`config.mk`:
```
export PLATFORM = sky130hd
export DESIGN_NAME = cpu_path_mailbox
export DESIGN_NICKNAME = d
export VERILOG_FILES = /design/src/rtl/cpu_path_mailbox.sv
export SDC_FILE = /design/constraint.sdc
export NUM_CORES = 1
export LEC_CHECK = 0
export BUFFER_PORTS_ARGS = -buffer_cell sky130_fd_sc_hd__buf_2
export CAP_MARGIN = 15
export CORE_MARGIN = 2
export CORE_UTILIZATION = 35
export CTS_BUF_LIST = sky130_fd_sc_hd__clkbuf_8
export CTS_CLUSTER_DIAMETER = 100
export DETAILED_ROUTE_END_ITERATION = 8
export GPL_ROUTABILITY_DRIVEN = 0
export PLACE_DENSITY_LB_ADDON = 0.1
export SLEW_MARGIN = 25
export SYNTH_ARGS = -nofsm -noshare
export SYNTH_HDL_FRONTEND = slang
export SYNTH_SLANG_ARGS = --single-unit
```
`constraint.sdc`:
```
create_clock -name clk_50M -period 2.9 [get_ports clk_50M]
set_input_delay 0.87 -clock clk_50M [delete_from_list [all_inputs] [get_ports clk_50M]]
set_output_delay 0.87 -clock clk_50M [all_outputs]
set_load 0.01 [all_outputs]
```
`src/rtl/cpu_path_mailbox.sv`:
```
// cpu_path_mailbox: seeds a path-planning core's mailbox, captures its NODE stores in a FIFO, streams them after DONE.
// Ports: clk_50M/reset (async, active-high); start, start_node, end_node launch a run;
// cpu_mem_write/cpu_data_adr/cpu_write_data snoop core stores; cpu_reset holds the core;
// ext_mem_write/ext_data_adr/ext_write_data seed the mailbox words; path_node/path_valid/path_ready/path_last
// stream the captured path; path_count and overflow describe the run; busy is high outside IDLE;
// timeout is the sticky watchdog flag, built only when PATH_TIMEOUT_EN is defined (limit TIMEOUT_CYCLES).
module cpu_path_mailbox #(
  parameter int          NODE_W         = 5,
  parameter int          DEPTH          = 32,
  parameter logic [31:0] BASE_ADR       = 32'h0200_0000,
  parameter int          TIMEOUT_CYCLES = 50_000_000
) (
  input  logic                     clk_50M,
  input  logic                     reset,
  input  logic                     start,
  input  logic [NODE_W-1:0]        start_node,
  input  logic [NODE_W-1:0]        end_node,
  input  logic                     cpu_mem_write,
  input  logic [31:0]              cpu_data_adr,
  input  logic [31:0]              cpu_write_data,
  output logic                     cpu_reset,
  output logic                     ext_mem_write,
  output logic [31:0]              ext_data_adr,
  output logic [31:0]              ext_write_data,
  output logic [NODE_W-1:0]        path_node,
  output logic                     path_valid,
  input  logic                     path_ready,
  output logic                     path_last,
  output logic [$clog2(DEPTH):0]   path_count,
  output logic                     overflow,
  output logic                     busy,
  output logic                     timeout
);
  localparam int AW = $clog2(DEPTH);
  localparam logic [AW:0] FULL_OCC = (AW+1)'(DEPTH);
  localparam logic [AW:0] ONE = (AW+1)'(1);
  typedef enum logic [1:0] {IDLE, INIT, RUN, DRAIN} state_t;
  state_t r_state, w_next;
  logic [NODE_W-1:0] r_start, r_end;
  logic [2:0] r_init_cnt;
  logic [AW:0] r_wp, r_rp, r_count, w_occ;
  logic [NODE_W-1:0] r_mem [DEPTH];
  logic r_overflow;
  logic w_node_wr, w_done, w_full, w_empty, w_pop, w_tmo, w_ext_we;
  assign w_occ = r_wp - r_rp;
  assign w_full = w_occ == FULL_OCC;
  assign w_empty = w_occ == '0;
  assign w_node_wr = r_state == RUN && cpu_mem_write && cpu_data_adr == BASE_ADR + 32'h8;
  assign w_done = r_state == RUN && cpu_mem_write && cpu_data_adr == BASE_ADR + 32'hC && cpu_write_data == 32'h1;
  assign path_valid = r_state == DRAIN && !w_empty;
  assign w_pop = path_valid && path_ready;
  assign path_node = path_valid ? r_mem[r_rp[AW-1:0]] : '0;
  assign path_last = path_valid && w_occ == ONE;
  assign path_count = r_count;
  assign overflow = r_overflow;
  assign busy = r_state != IDLE;
  // cpu_reset is purely state-decoded so it rises/falls on the exact edge the state changes.
  assign cpu_reset = r_state != RUN;
  // Even INIT cycles write, odd cycles idle; r_init_cnt[2:1] selects the mailbox word.
  assign w_ext_we = r_state == INIT && !r_init_cnt[0];
  assign ext_mem_write = w_ext_we;
  assign ext_data_adr = w_ext_we ? BASE_ADR + {28'd0, r_init_cnt[2:1], 2'b00} : '0;
  assign ext_write_data = !w_ext_we ? '0 :
                          r_init_cnt[2:1] == 2'd0 ? 32'(r_start) :
                          r_init_cnt[2:1] == 2'd1 ? 32'(r_end) : '0;
  always_comb begin
    w_next = r_state;
    case (r_state)
      IDLE:    w_next = start ? INIT : IDLE;
      INIT:    w_next = r_init_cnt == 3'd7 ? RUN : INIT;
      RUN:     w_next = w_done ? DRAIN : w_tmo ? IDLE : RUN;
      DRAIN:   w_next = w_empty ? IDLE : DRAIN;
      default: w_next = IDLE;
    endcase
  end
  always_ff @(posedge clk_50M or posedge reset) begin
    if (reset) r_state <= IDLE;
    else r_state <= w_next;
  end
  always_ff @(posedge clk_50M or posedge reset) begin
    if (reset) begin
      r_start <= '0;
      r_end <= '0;
      r_init_cnt <= '0;
      r_wp <= '0;
      r_rp <= '0;
      r_count <= '0;
      r_overflow <= 1'b0;
    end else begin
      if (r_state == IDLE && start) begin
        r_start <= start_node;
        r_end <= end_node;
        r_init_cnt <= '0;
        r_wp <= '0;
        r_rp <= '0;
        r_count <= '0;
        r_overflow <= 1'b0;
      end
      if (r_state == INIT) r_init_cnt <= r_init_cnt + 3'd1;
      if (w_node_wr && w_full) r_overflow <= 1'b1;
      if (w_node_wr && !w_full) begin
        r_wp <= r_wp + ONE;
        r_count <= r_count + ONE;
      end
      if (w_tmo) begin
        r_wp <= '0;
        r_rp <= '0;
        r_count <= '0;
      end
      if (w_pop) r_rp <= r_rp + ONE;
    end
  end
  always_ff @(posedge clk_50M) begin
    if (w_node_wr && !w_full) r_mem[r_wp[AW-1:0]] <= cpu_write_data[NODE_W-1:0];
  end
`ifdef PATH_TIMEOUT_EN
  localparam int TW = $clog2(TIMEOUT_CYCLES + 1);
  logic [TW-1:0] r_tmr;
  logic r_timeout;
  // Counter is held at zero outside RUN, so it restarts on every entry to RUN.
  assign w_tmo = r_state == RUN && !w_done && r_tmr == TW'(TIMEOUT_CYCLES - 1);
  assign timeout = r_timeout;
  always_ff @(posedge clk_50M or posedge reset) begin
    if (reset) begin
      r_tmr <= '0;
      r_timeout <= 1'b0;
    end else begin
      r_tmr <= r_state == RUN ? r_tmr + TW'(1) : '0;
      if (r_state == IDLE && start) r_timeout <= 1'b0;
      else if (w_tmo) r_timeout <= 1'b1;
    end
  end
`else
  logic w_unused_tmo;
  assign w_unused_tmo = TIMEOUT_CYCLES == 0;
  assign w_tmo = 1'b0;
  assign timeout = 1'b0;
`endif
endmodule

```
Yosys cells after proc, flatten, opt, wreduce, memory -nomap -nowiden. Memory sizes are Yosys's and may differ from the RTL's. Cells that the tools add are included.

Flip-flop bits (word level): 34. Output and inout bits: 82. Memories: 1. RAM bits: 160.

Memory list: r_mem (words 32, bits a word 5, rd ports 1, clocked after memory_dff 0, wr ports 1, line 42) `logic [NODE_W-1:0] r_mem [DEPTH];`.

Reductions and logical operators: 22. Equality and inequality tests: 11. Muxes and demuxes: 20. $add $sub $neg: 6.

Operators with widths (count): equality test 32 x 26 -> 1 bit, second input constant (2); equality test 32 x 1 -> 1 bit, second input constant (1); adder 26 x 4 -> 27 bit, first input constant (1); two-way mux 27 bit (1); two-way mux 6 bit (4); two-way mux 5 bit (4); adder 6 x 1 -> 6 bit, second input constant (3); logical AND 1 bit (11); nonzero test 2 bit (5); one-hot mux 2 bit (4 select lines) (1); equality test 6 x 1 -> 1 bit, second input constant (1); equality test 6 bit, second input constant (1); logical NOT 6 bit (1); two-way mux 1 bit (6); two-way mux 3 bit (2); subtractor 6 bit (1); equality test 2 x 1 -> 1 bit, second input constant (2); equality test 2 bit, second input constant (2); logical NOT 2 bit (2); two-way mux 2 bit (2); adder 3 x 1 -> 3 bit, second input constant (1); equality test 3 bit, second input constant (1); logical NOT 1 bit (3); inequality test 2 bit, second input constant (1).

Logic depth before layout (Yosys ltp). Gate-level depths: netlist of run 1.

Word-level depth: 6. Mapped depth: 11.

Least setup slack after synthesis of run 1. OpenSTA, ideal clock, no wires.

Path kind: register -> output. Start: register r_wp[0]. End: output port path_node[0]. Data arrival time: 2.325 ns. Cell stages (with the launch flop): 10. Setup slack: -0.295 ns. Cell sequence: dfrtp_1 -> inv_1 -> ha_1 -> fa_1 -> nand2b_1 -> a21oi_1 -> xor2_1 -> or3_1 -> o21bai_2 -> nor2_1.

Word-level cells in the longest chain between the ends: 5.

Ends and longest elaborated chain: start: declaration (line 41) `logic [AW:0] r_wp, r_rp, r_count, w_occ;`; start signal: assignment (line 102) `r_wp <= r_wp + ONE;`; subtractor 6 bit (line 45) `assign w_occ = r_wp - r_rp;`; logical NOT 6 bit (line 47) `assign w_empty = w_occ == '0;`; logical NOT 1 bit (line 50) `assign path_valid = r_state == DRAIN && !w_empty;`; logical AND 1 bit (line 50); two-way mux 5 bit (line 52) `assign path_node = path_valid ? r_mem[r_rp[AW-1:0]] : '0;`; end: declaration (line 25) `output logic [NODE_W-1:0] path_node,`.

No other way between the ends.

Worst setup path in the final report of run 1.
Start: register r_rp[0]. End: output port path_node[0].

Word-level cells in the longest chain between the ends: 5. Elaborated cells on any way between the ends: 6. Classes of those cells: add/sub: 1; mux: 1; reduce/logical: 3; memory: 1.

Ends and longest elaborated chain: start: declaration (line 41); start signal: assignment (line 110) `if (w_pop) r_rp <= r_rp + ONE;`; subtractor 6 bit (line 45); logical NOT 6 bit (line 47); logical NOT 1 bit (line 50); logical AND 1 bit (line 50); two-way mux 5 bit (*) (line 52).

Every way passes the cells marked *; elsewhere a longest branch is shown, timed or not.

==> reports/qor.txt, run 1 <==
Starting density of the core: 0.353
Setup violations, final: 7
Post-DP Area: 10200 um^2
Relative slew slack: 0.625
Clock Skew: 25.6 ps
Initial antenna violation count: 0
Share of post-route cells with drive strength above 1: 0.380
Clock Sinks: 194
EDFF count, synth: 160
TritonCTS Buffers: 17
Power Total: 0.00530 W
DRT Pass-1 Iters: 4
Worst setup EP type: output pin
Cell taking the most area after synthesis: edfxtp_1
DR WL/cell: 19.0 um
Number of global-route vias before repair: 5589
Max Fclk: 282 MHz
Least-Margin Pin Slew: 562 ps
Final Non-Filler Cells: 1117
Vias/cell: 4.84
Core area: 25900 um^2
Die Span Y: 166 um
CTS tree: yes
DIE WIDTH: 166 um
Distinct cells, synth: 64
RSZ-0062 raised after global routing: yes
Critical path class: reg2out
Layout net count: 862
CTS clk-pin slew, worst paths: 110 ps
Yosys top cell area share: 0.525
Placed insts: 1075
Commonest non-fill, non-tap cells in the layout: edfxtp_1, buf_2, nand2_1, conb_1, buf_4
Initial DRC count: 215
Minimum clock period: 3550 ps
#FFs+latches synth: 194
Die footprint: 27500 um^2
Synth Cell Area: 9160 um^2
Global-route wire length before repair: 33.0 mm
Mapped Cells: 620
Leak pwr: 4.22 nW
Hold Crit Class: reg2reg
Max-Cap Viols: 0
Crit path max fanout: 7
Max Root-Sink Buffers: 2
Core Util, Final: 0.419
I/O pin cnt: 161
Post-synthesis sequential area ratio: 0.617
Top FF cell, synth: edfxtp_1
Commonest non-fill, non-tap cell in the layout: edfxtp_1
Final worst-path cycle share: 1.22
# DRC: 0
Crit path launch type: flop
Syn Area/Cell: 14.8 um^2
Port bufs: 103
Root buffer cell: clkbuf_8
Failing checks: negative setup slack
Final setup margin: -652 ps
P per Cell Area: 488 nW/um^2
CP arrival: 2680 ps
Final slew viol count: 0
Max IR drop VDD: 0.000322 V
DR vias: 5402
Post-Route WL: 21.3 mm
Setup TNS: -4320 ps
Worst EP required: 2030 ps
Asr flop ratio synth: 0.175
Final Hold Vio Count: 0
Clk_lat worst skew: 470 ps
Synthesis-to-finish area growth: 18.5%
Diode count: 0
Final antenna-violating net count: 0
Worst reg2reg setup slack: 130 ps
Post-detail-place hpwl: 15.6 mm
Synth top area cells: edfxtp_1, dfrtp_1, mux4_2, buf_4, mux4_1
H-tree Lvls: 4
Site Rows: 59
Synth warn: 0
Gr usage total: 0.156
Post-route cell area: 10900 um^2
Largest net degree at the start of global routing: 35
Status: finished with violations
Total congestion overflow: 0
==> kinds of logic (layout without fill, tap and decap cells) <==
| logic type | count (synthesis) | in the layout | synth area share |
|---|---|---|---|
| adders and majority gates | 14 | 14 | 0.0199 |
| AOI/OAI and AO/OA | 54 | 54 | 0.0443 |
| xor gates and xnor gates | 7 | 7 | 0.00669 |
| other | 1 | 57 | 0.000409 |
| buffers and inverters | 99 | 205 | 0.0709 |
| and+or+nand+nor | 193 | 193 | 0.110 |
| muxes | 58 | 58 | 0.130 |
| DFF | 194 | 194 | 0.617 |
==> worst paths after layout <==
kind | startpoint | endpoint | cells after the start
worst max register to register | r_rp[0] | r_mem[18][0] | 11
min in group asynchronous | reset | r_wp[0] | 3
worst min-delay path | r_start[1] | r_start[1] | 2
worst min register to register | r_start[1] | r_start[1] | 2
max in group asynchronous | reset | r_rp[0] | 3
worst max-delay path | r_rp[0] | path_node[0] | 9
==> stage by stage <==
stage               setup WS [ps]  hold WS, ps
detailed placement           -232          466
global placement             -225          457
global route                 -799          512
floorplan                    -103          445
finish                       -652          489
CTS                          -752          473
==> sequential cells by signal (all words and copies together), names as in the netlist, 2 cells and up <==
signal,count
r_rp,6
r_state,2
r_init_cnt,3
r_wp,6
path_count,6
r_end,5
r_start,5
r_mem,160
==> repair_timing <==
item                                    CTS  global route
endpoints found under the setup margin    7           173
hold buffers                              0             0
buffers inserted                          5             6
gates resized for setup                   5            42
pin swaps                                10             4
==> power by group <==
part	internal (W)	switching, W	total (W)
registers	0.00302	0.00000806	0.00303
clock network	0.000720	0.00119	0.00191
logic	0.000140	0.000215	0.000355
total	0.00389	0.00141	0.00530
==> cells in the mapped netlist (3+ instances only) <==
library cell and number:
buf_4 59, and3_1 40, nand3_1 8, mux4_2 32, nor3b_1 3, nand2_1 66
and2_1 3, buf_6 3, xnor2_1 4, or2_2 5, o22ai_1 3, nand2b_1 11
o21ai_0 3, nor2_1 25, a221oi_1 6, nor4_1 12, edfxtp_1 160, a311oi_1 5
clkbuf_1 11, inv_1 11, nor4b_1 3, or3_1 3, mux4_1 13, mux2i_1 11
ha_1 13, dfrtp_1 34, buf_2 9, xor2_1 3, nor3_1 3, a21oi_1 10
a31o_2 4
==> worst max-delay path, cell delays in order (launching register included) <==
cell and delay (ps):
dfrtp_2 460, ha_4 170, fa_2 330, nand2b_4 160, a21oi_2 130, xor2_1 90, or3_4 410, o21bai_4 260
nor2_1 70, buf_2 140
==> per-layer routing <==
layer  GRT usage  wire [um]
met3      0.0274        625
met4      0.0382        247
met1       0.205       9450
met2       0.269      11000
met5           0          0
==> area by class of cell <==
cell class,instances,area [um^2]
clock buffers,17,234
flip-flops and latches,194,5660
inverters,13,50.0
clock inverters,15,220
well taps,335,419
multi-input cells,383,3210
repair buffers,160,1060
fillers,2366,15100
Power figures use the tool's default switching activity.
==> inputs of run 2 (changes only) <==
--- a/config.mk
+++ b/config.mk
@@ -12,8 +12,8 @@
 export CTS_BUF_LIST = sky130_fd_sc_hd__clkbuf_8
 export CTS_CLUSTER_DIAMETER = 100
 export DETAILED_ROUTE_END_ITERATION = 8
-export GPL_ROUTABILITY_DRIVEN = 0
 export PLACE_DENSITY_LB_ADDON = 0.1
+export SKIP_LAST_GASP = 1
 export SLEW_MARGIN = 25
 export SYNTH_ARGS = -nofsm -noshare
 export SYNTH_HDL_FRONTEND = slang
==> reports/qor.txt, run 2 (synthesis gave the netlist of run 1 again) <==
Diode count: 0 (unchanged)
Post-route cell area: 10800 um^2 (about the same)
DR vias: 5406 (+0.074%)
Core area: 25900 um^2 (unchanged)
Max-Cap Viols: 0 (unchanged)
Initial antenna violation count: 0 (unchanged)
CTS tree: yes
DIE WIDTH: 166 um (unchanged)
Port bufs: 103 (unchanged)
Failing checks: negative setup slack
Worst setup EP type: output pin
Final setup margin: -652 ps (+0.0360 ps)
P per Cell Area: 488 nW/um^2 (about the same)
Max Root-Sink Buffers: 2 (unchanged)
Site Rows: 59 (unchanged)
DR WL/cell: 19.0 um (about the same)
GP Congestion: 0.829
I/O pin cnt: 161 (unchanged)
Number of global-route vias before repair: 5585 (-0.072%)
Final Hold Vio Count: 0 (unchanged)
CTS clk-pin slew, worst paths: 110 ps (about the same)
Number of flip-flops in the largest register: 160 (unchanged)
Root buffer cell: clkbuf_8
Global-route wire length before repair: 33.0 mm (about the same)
Clock Skew: 25.6 ps (unchanged)
Synthesis-to-finish area growth: 18.4% (about the same)
Power Total: 0.00530 W (about the same)
Relative slew slack: 0.625 (unchanged)
Crit path launch type: flop
Vias/cell: 4.84 (about the same)
Final slew viol count: 0 (unchanged)
Final worst-path cycle share: 1.22 (about the same)
Status: finished with violations
CP arrival: 2680 ps (about the same)
TritonCTS Buffers: 17 (unchanged)
Share of post-route cells with drive strength above 1: 0.380 (unchanged)
Setup TNS: -4320 ps (-2.42 ps)
Setup violations, final: 7 (unchanged)
DRT Pass-1 Iters: 4 (unchanged)
Slowest cell on crit path: dfrtp_2
Worst EP required: 2030 ps (about the same)
Die Span Y: 166 um (unchanged)
Total congestion overflow: 0 (unchanged)
Clock Sinks: 194 (unchanged)
Starting density of the core: 0.353 (unchanged)
Post-DP Area: 10200 um^2 (unchanged)
Max Fclk: 282 MHz (about the same)
WP buf/inv: 1 (unchanged)
Commonest non-fill, non-tap cells in the layout: edfxtp_1, buf_2, nand2_1, conb_1, buf_4
RSZ-0062 raised after global routing: yes
Commonest non-fill, non-tap cell in the layout: edfxtp_1
Top Family by Delay on Critical Path: simple AND/OR/NAND/NOR gates
Post-Route WL: 21.3 mm (about the same)
Minimum clock period: 3550 ps (-0.0360 ps)
Final antenna-violating net count: 0 (unchanged)
Critical path class: reg2out
Die footprint: 27500 um^2 (unchanged)
# DRC: 0 (unchanged)
Leak pwr: 4.22 nW (about the same)
Worst reg2reg setup slack: 130 ps (about the same)
Cells along the critical path: ha_4, fa_2, nand2b_4, a21oi_2, xor2_1, or3_4, o21bai_4, nor2_1, buf_2
Max IR drop VDD: 0.000322 V (unchanged)
Layout net count: 862 (unchanged)
H-tree Lvls: 4 (unchanged)
Gr usage total: 0.156 (about the same)
Least-Margin Pin Slew: 562 ps (unchanged)
Post-detail-place hpwl: 15.6 mm (unchanged)
Crit path max fanout: 7 (unchanged)
Initial DRC count: 214 (-0.47%)
Slowest stage delay, CP: 460 ps (about the same)
Largest net degree at the start of global routing: 35 (unchanged)
Hold Crit Class: reg2reg
Clk_lat worst skew: 470 ps (about the same)
run 2: stage by stage:
step	hold slack (ps)	setup slack (ps)	std cells	util
after floorplan	445	-103	676	-
after global placement	457	-225	1075	0.394
after detailed placement	466	-232	1075	0.394
after CTS	473	-752	1111	0.413
after global routing	512	-799	1117	0.419
final	489	-652	1117	0.419
run 2: path summary, 6_finish.rpt:
path | startpoint | end | cells past startpoint
worst max-delay path | r_rp[0] | path_node[0] | 9
worst min-delay path | r_start[1] | r_start[1] | 2
worst max register to register | r_rp[0] | r_mem[18][0] | 11
worst min register to register | r_start[1] | r_start[1] | 2
max in group asynchronous | reset | r_rp[0] | 3
min in group asynchronous | reset | r_wp[0] | 3
run 2: worst min-delay path, delay by kind of cell (launching register included):
| family | cells | cell delay, ps |
|---|---|---|
| DFF | 1 | 360 |
| and+or+nand+nor | 2 | 100 |
run 2: per-layer routing:
metal  vias to the layer above  track usage  wire, um
li1                       2561            -         -
met1                      2729        0.205      9440
met2                       105        0.269     11000
met3                        11       0.0274       628
met4                         0       0.0382       247
met5                         -            0         0
run 2: cell type report:
type,count,area (um^2)
Multi-Input combinational cell,383,3210
Inverter,13,50.0
Clock inverter,15,220
Fill cell,2367,15100
Sequential cell,194,5660
Clock buffer,17,234
Tap cell,335,419
Timing Repair Buffer,160,1060
run 2: power by group:
| group | internal [W] | leakage, nW | switching, W | total, W |
|---|---|---|---|---|
| clock network | 0.000720 | 0.223 | 0.00119 | 0.00191 |
| logic | 0.000140 | 2.12 | 0.000215 | 0.000355 |
| registers | 0.00302 | 1.88 | 0.00000806 | 0.00303 |
run 2: repair_timing:
action,CTS,global route
gates resized for setup,4,42
setup buffers,5,6
hold buffers,0,0
endpoints found under the hold margin,0,0
pin swaps,10,4
endpoints found under the setup margin,7,173
==> inputs of run 3 (changes only) <==
--- a/config.mk
+++ b/config.mk
@@ -12,6 +12,7 @@
 export CTS_BUF_LIST = sky130_fd_sc_hd__clkbuf_8
 export CTS_CLUSTER_DIAMETER = 100
 export DETAILED_ROUTE_END_ITERATION = 8
+export HOLD_SLACK_MARGIN = 0.1
 export PLACE_DENSITY_LB_ADDON = 0.1
 export SKIP_LAST_GASP = 1
 export SLEW_MARGIN = 25
==> constraint.sdc (replaced) <==
create_clock -name clk_50M -period 3.27 [get_ports clk_50M]
set_input_delay 0.981 -clock clk_50M [delete_from_list [all_inputs] [get_ports clk_50M]]
set_output_delay 0.981 -clock clk_50M [all_outputs]
set_load 0.01 [all_outputs]
==> reports/qor.txt, run 3 (synthesis gave the netlist of run 1 again) <==
Final slew viol count: 0 (unchanged)
Failing checks: negative setup slack
Post-detail-place hpwl: 15.8 mm (+1.6%)
HP Start: r_end[0]
Least-Margin Pin Slew: 814 ps (+252 ps)
Crit path launch type: flop
Clock Skew: 20.4 ps (-5.15 ps)
Global-route wire length before repair: 34.0 mm (+2.9%)
I/O pin cnt: 161 (unchanged)
Commonest non-fill, non-tap cell in the layout: edfxtp_1
DR WL/cell: 20.3 um (+6.3%)
P per Cell Area: 427 nW/um^2 (-13%)
Status: finished with violations
Slowest cell on crit path: dfrtp_2
Largest net degree at the start of global routing: 38 (+8.6%)
Total congestion overflow: 0 (unchanged)
GP Congestion: 0.886 (+6.8%)
Worst setup EP type: output pin
# DRC: 0 (unchanged)
Initial antenna violation count: 1 (+1)
RSZ-0062 raised after global routing: yes
CTS tree: yes
Final Non-Filler Cells: 1109 (-0.72%)
Final antenna-violating net count: 0 (unchanged)
Setup violations, final: 7 (unchanged)
Cells along the critical path: ha_4, fa_2, nand2b_4, a21oi_2, xor2_1, or3_4, o21bai_4, buf_6, nor2_1, buf_2
Die footprint: 27500 um^2 (unchanged)
Number of global-route vias before repair: 5494 (-1.6%)
Max Fclk: 274 MHz
TritonCTS Buffers: 17 (unchanged)
Layout net count: 854 (-0.93%)
DR vias: 5580 (+3.2%)
Leak pwr: 4.16 nW (-1.4%)
Gr usage total: 0.163 (+0.00730)
Max IR drop VDD: 0.000278 V (-14%)
Relative slew slack: 0.457 (-0.169)
CTS clk-pin slew, worst paths: 100 ps (about the same)
Slowest stage delay, CP: 460 ps (about the same)
CP arrival: 2670 ps (about the same)
Worst EP required: 2290 ps (+260 ps)
Diode count: 0 (unchanged)
H-tree Lvls: 4 (unchanged)
DIE WIDTH: 166 um (unchanged)
Starting density of the core: 0.353 (unchanged)
Max Root-Sink Buffers: 2 (unchanged)
Final setup margin: -386 ps (+267 ps)
Commonest non-fill, non-tap cells in the layout: edfxtp_1, buf_2, nand2_1, conb_1
R2r startpoint: r_rp[0]
Final worst-path cycle share: 1.12
Vias/cell: 5.03 (+4.0%)
Clk_lat worst skew: 470 ps (about the same)
Die Span Y: 166 um (unchanged)
Post-Route WL: 22.5 mm (+5.6%)
CP Launch Point: r_rp[0]
Max-Cap Viols: 0 (unchanged)
Placed insts: 1068 (-0.65%)
Dpl ws: -28.7 ps (+204 ps)
Hold Crit Class: reg2reg
Synthesis-to-finish area growth: 16.0%
Root buffer cell: clkbuf_8
Minimum clock period: 3660 ps
Site Rows: 59 (unchanged)
Share of post-route cells with drive strength above 1: 0.319 (-0.0607)
Clock Sinks: 194 (unchanged)
DRT Pass-1 Iters: 5 (+1)
Crit path max fanout: 7 (unchanged)
Hold_buf cts: 0 (unchanged)
Critical path class: reg2out
Core area: 25900 um^2 (unchanged)
Number of flip-flops in the largest register: 160 (unchanged)
Port bufs: 103 (unchanged)
Final Hold Vio Count: 0 (unchanged)
Initial DRC count: 314 (+47%)
[run 3: routing by layer]
metal | vias to the layer above | track usage | wire length (um)
li1 | 2551 | - | -
met1 | 2867 | 0.224 | 10100
met2 | 148 | 0.273 | 11300
met3 | 14 | 0.0298 | 876
met4 | 0 | 0.0340 | 210
met5 | - | 0 | 0
[run 3: worst max-delay path, delay by kind of cell (launching register included)]
kind | cells | cell delay (ps)
AOI/OAI and AO/OA | 2 | 250
adders and majority gates | 2 | 510
buffers and inverters | 2 | 280
DFF | 1 | 460
xor gates and xnor gates | 1 | 90
and+or+nand+nor | 3 | 610
[run 3: stage by stage]
| step | instance area (um^2) | util | setup TNS (ps) | hold slack, ps | total power [W] |
|---|---|---|---|---|---|
| 5_1_grt | 10600 | 0.410 | -3380 | 516 | 0.00469 |
| 2_1_floorplan | 9380 | - | 0 | 445 | 0.00293 |
| 3_3_place_gp | 10100 | 0.389 | -41.1 | 457 | 0.00304 |
| 6_report | 10600 | 0.410 | -2520 | 484 | 0.00454 |
| 3_5_place_dp | 10100 | 0.389 | -118 | 463 | 0.00304 |
| 4_1_cts | 10500 | 0.407 | -2550 | 491 | 0.00458 |
[run 3: worst paths after layout]
check / endpoint / slack [ps] / cells past startpoint
worst max-delay path: path_node[2] / -390 / 10
worst min-delay path: r_end[0] / 480 / 2
worst max register to register: r_wp[1] / 400 / 9
worst min register to register: r_end[0] / 480 / 2
max in group asynchronous: r_state[1] / 1900 / 3
min in group asynchronous: path_count[5] / 660 / 2
[run 3: repair_timing]
action	in CTS	in global routing
pin swaps	1	3
endpoints found under the setup margin	7	12
resized for setup	11	5
setup buffers	2	8
[run 3: area by class of cell]
| class | instances | area [um^2] |
|---|---|---|
| multi-input combinational | 383 | 3120 |
| timing repair buffer | 152 | 978 |
| clock buffer | 17 | 234 |
| inverter | 13 | 48.8 |
| sequential | 194 | 5660 |
| clock inverter | 15 | 163 |
| tap | 335 | 419 |
| fill | 2421 | 15300 |
[run 3: where the power goes]
group	total (W)	switching, W	internal (W)
logic	0.000303	0.000188	0.000115
registers	0.00269	0.00000676	0.00268
clock network	0.00155	0.000965	0.000581
total	0.00454	0.00116	0.00338
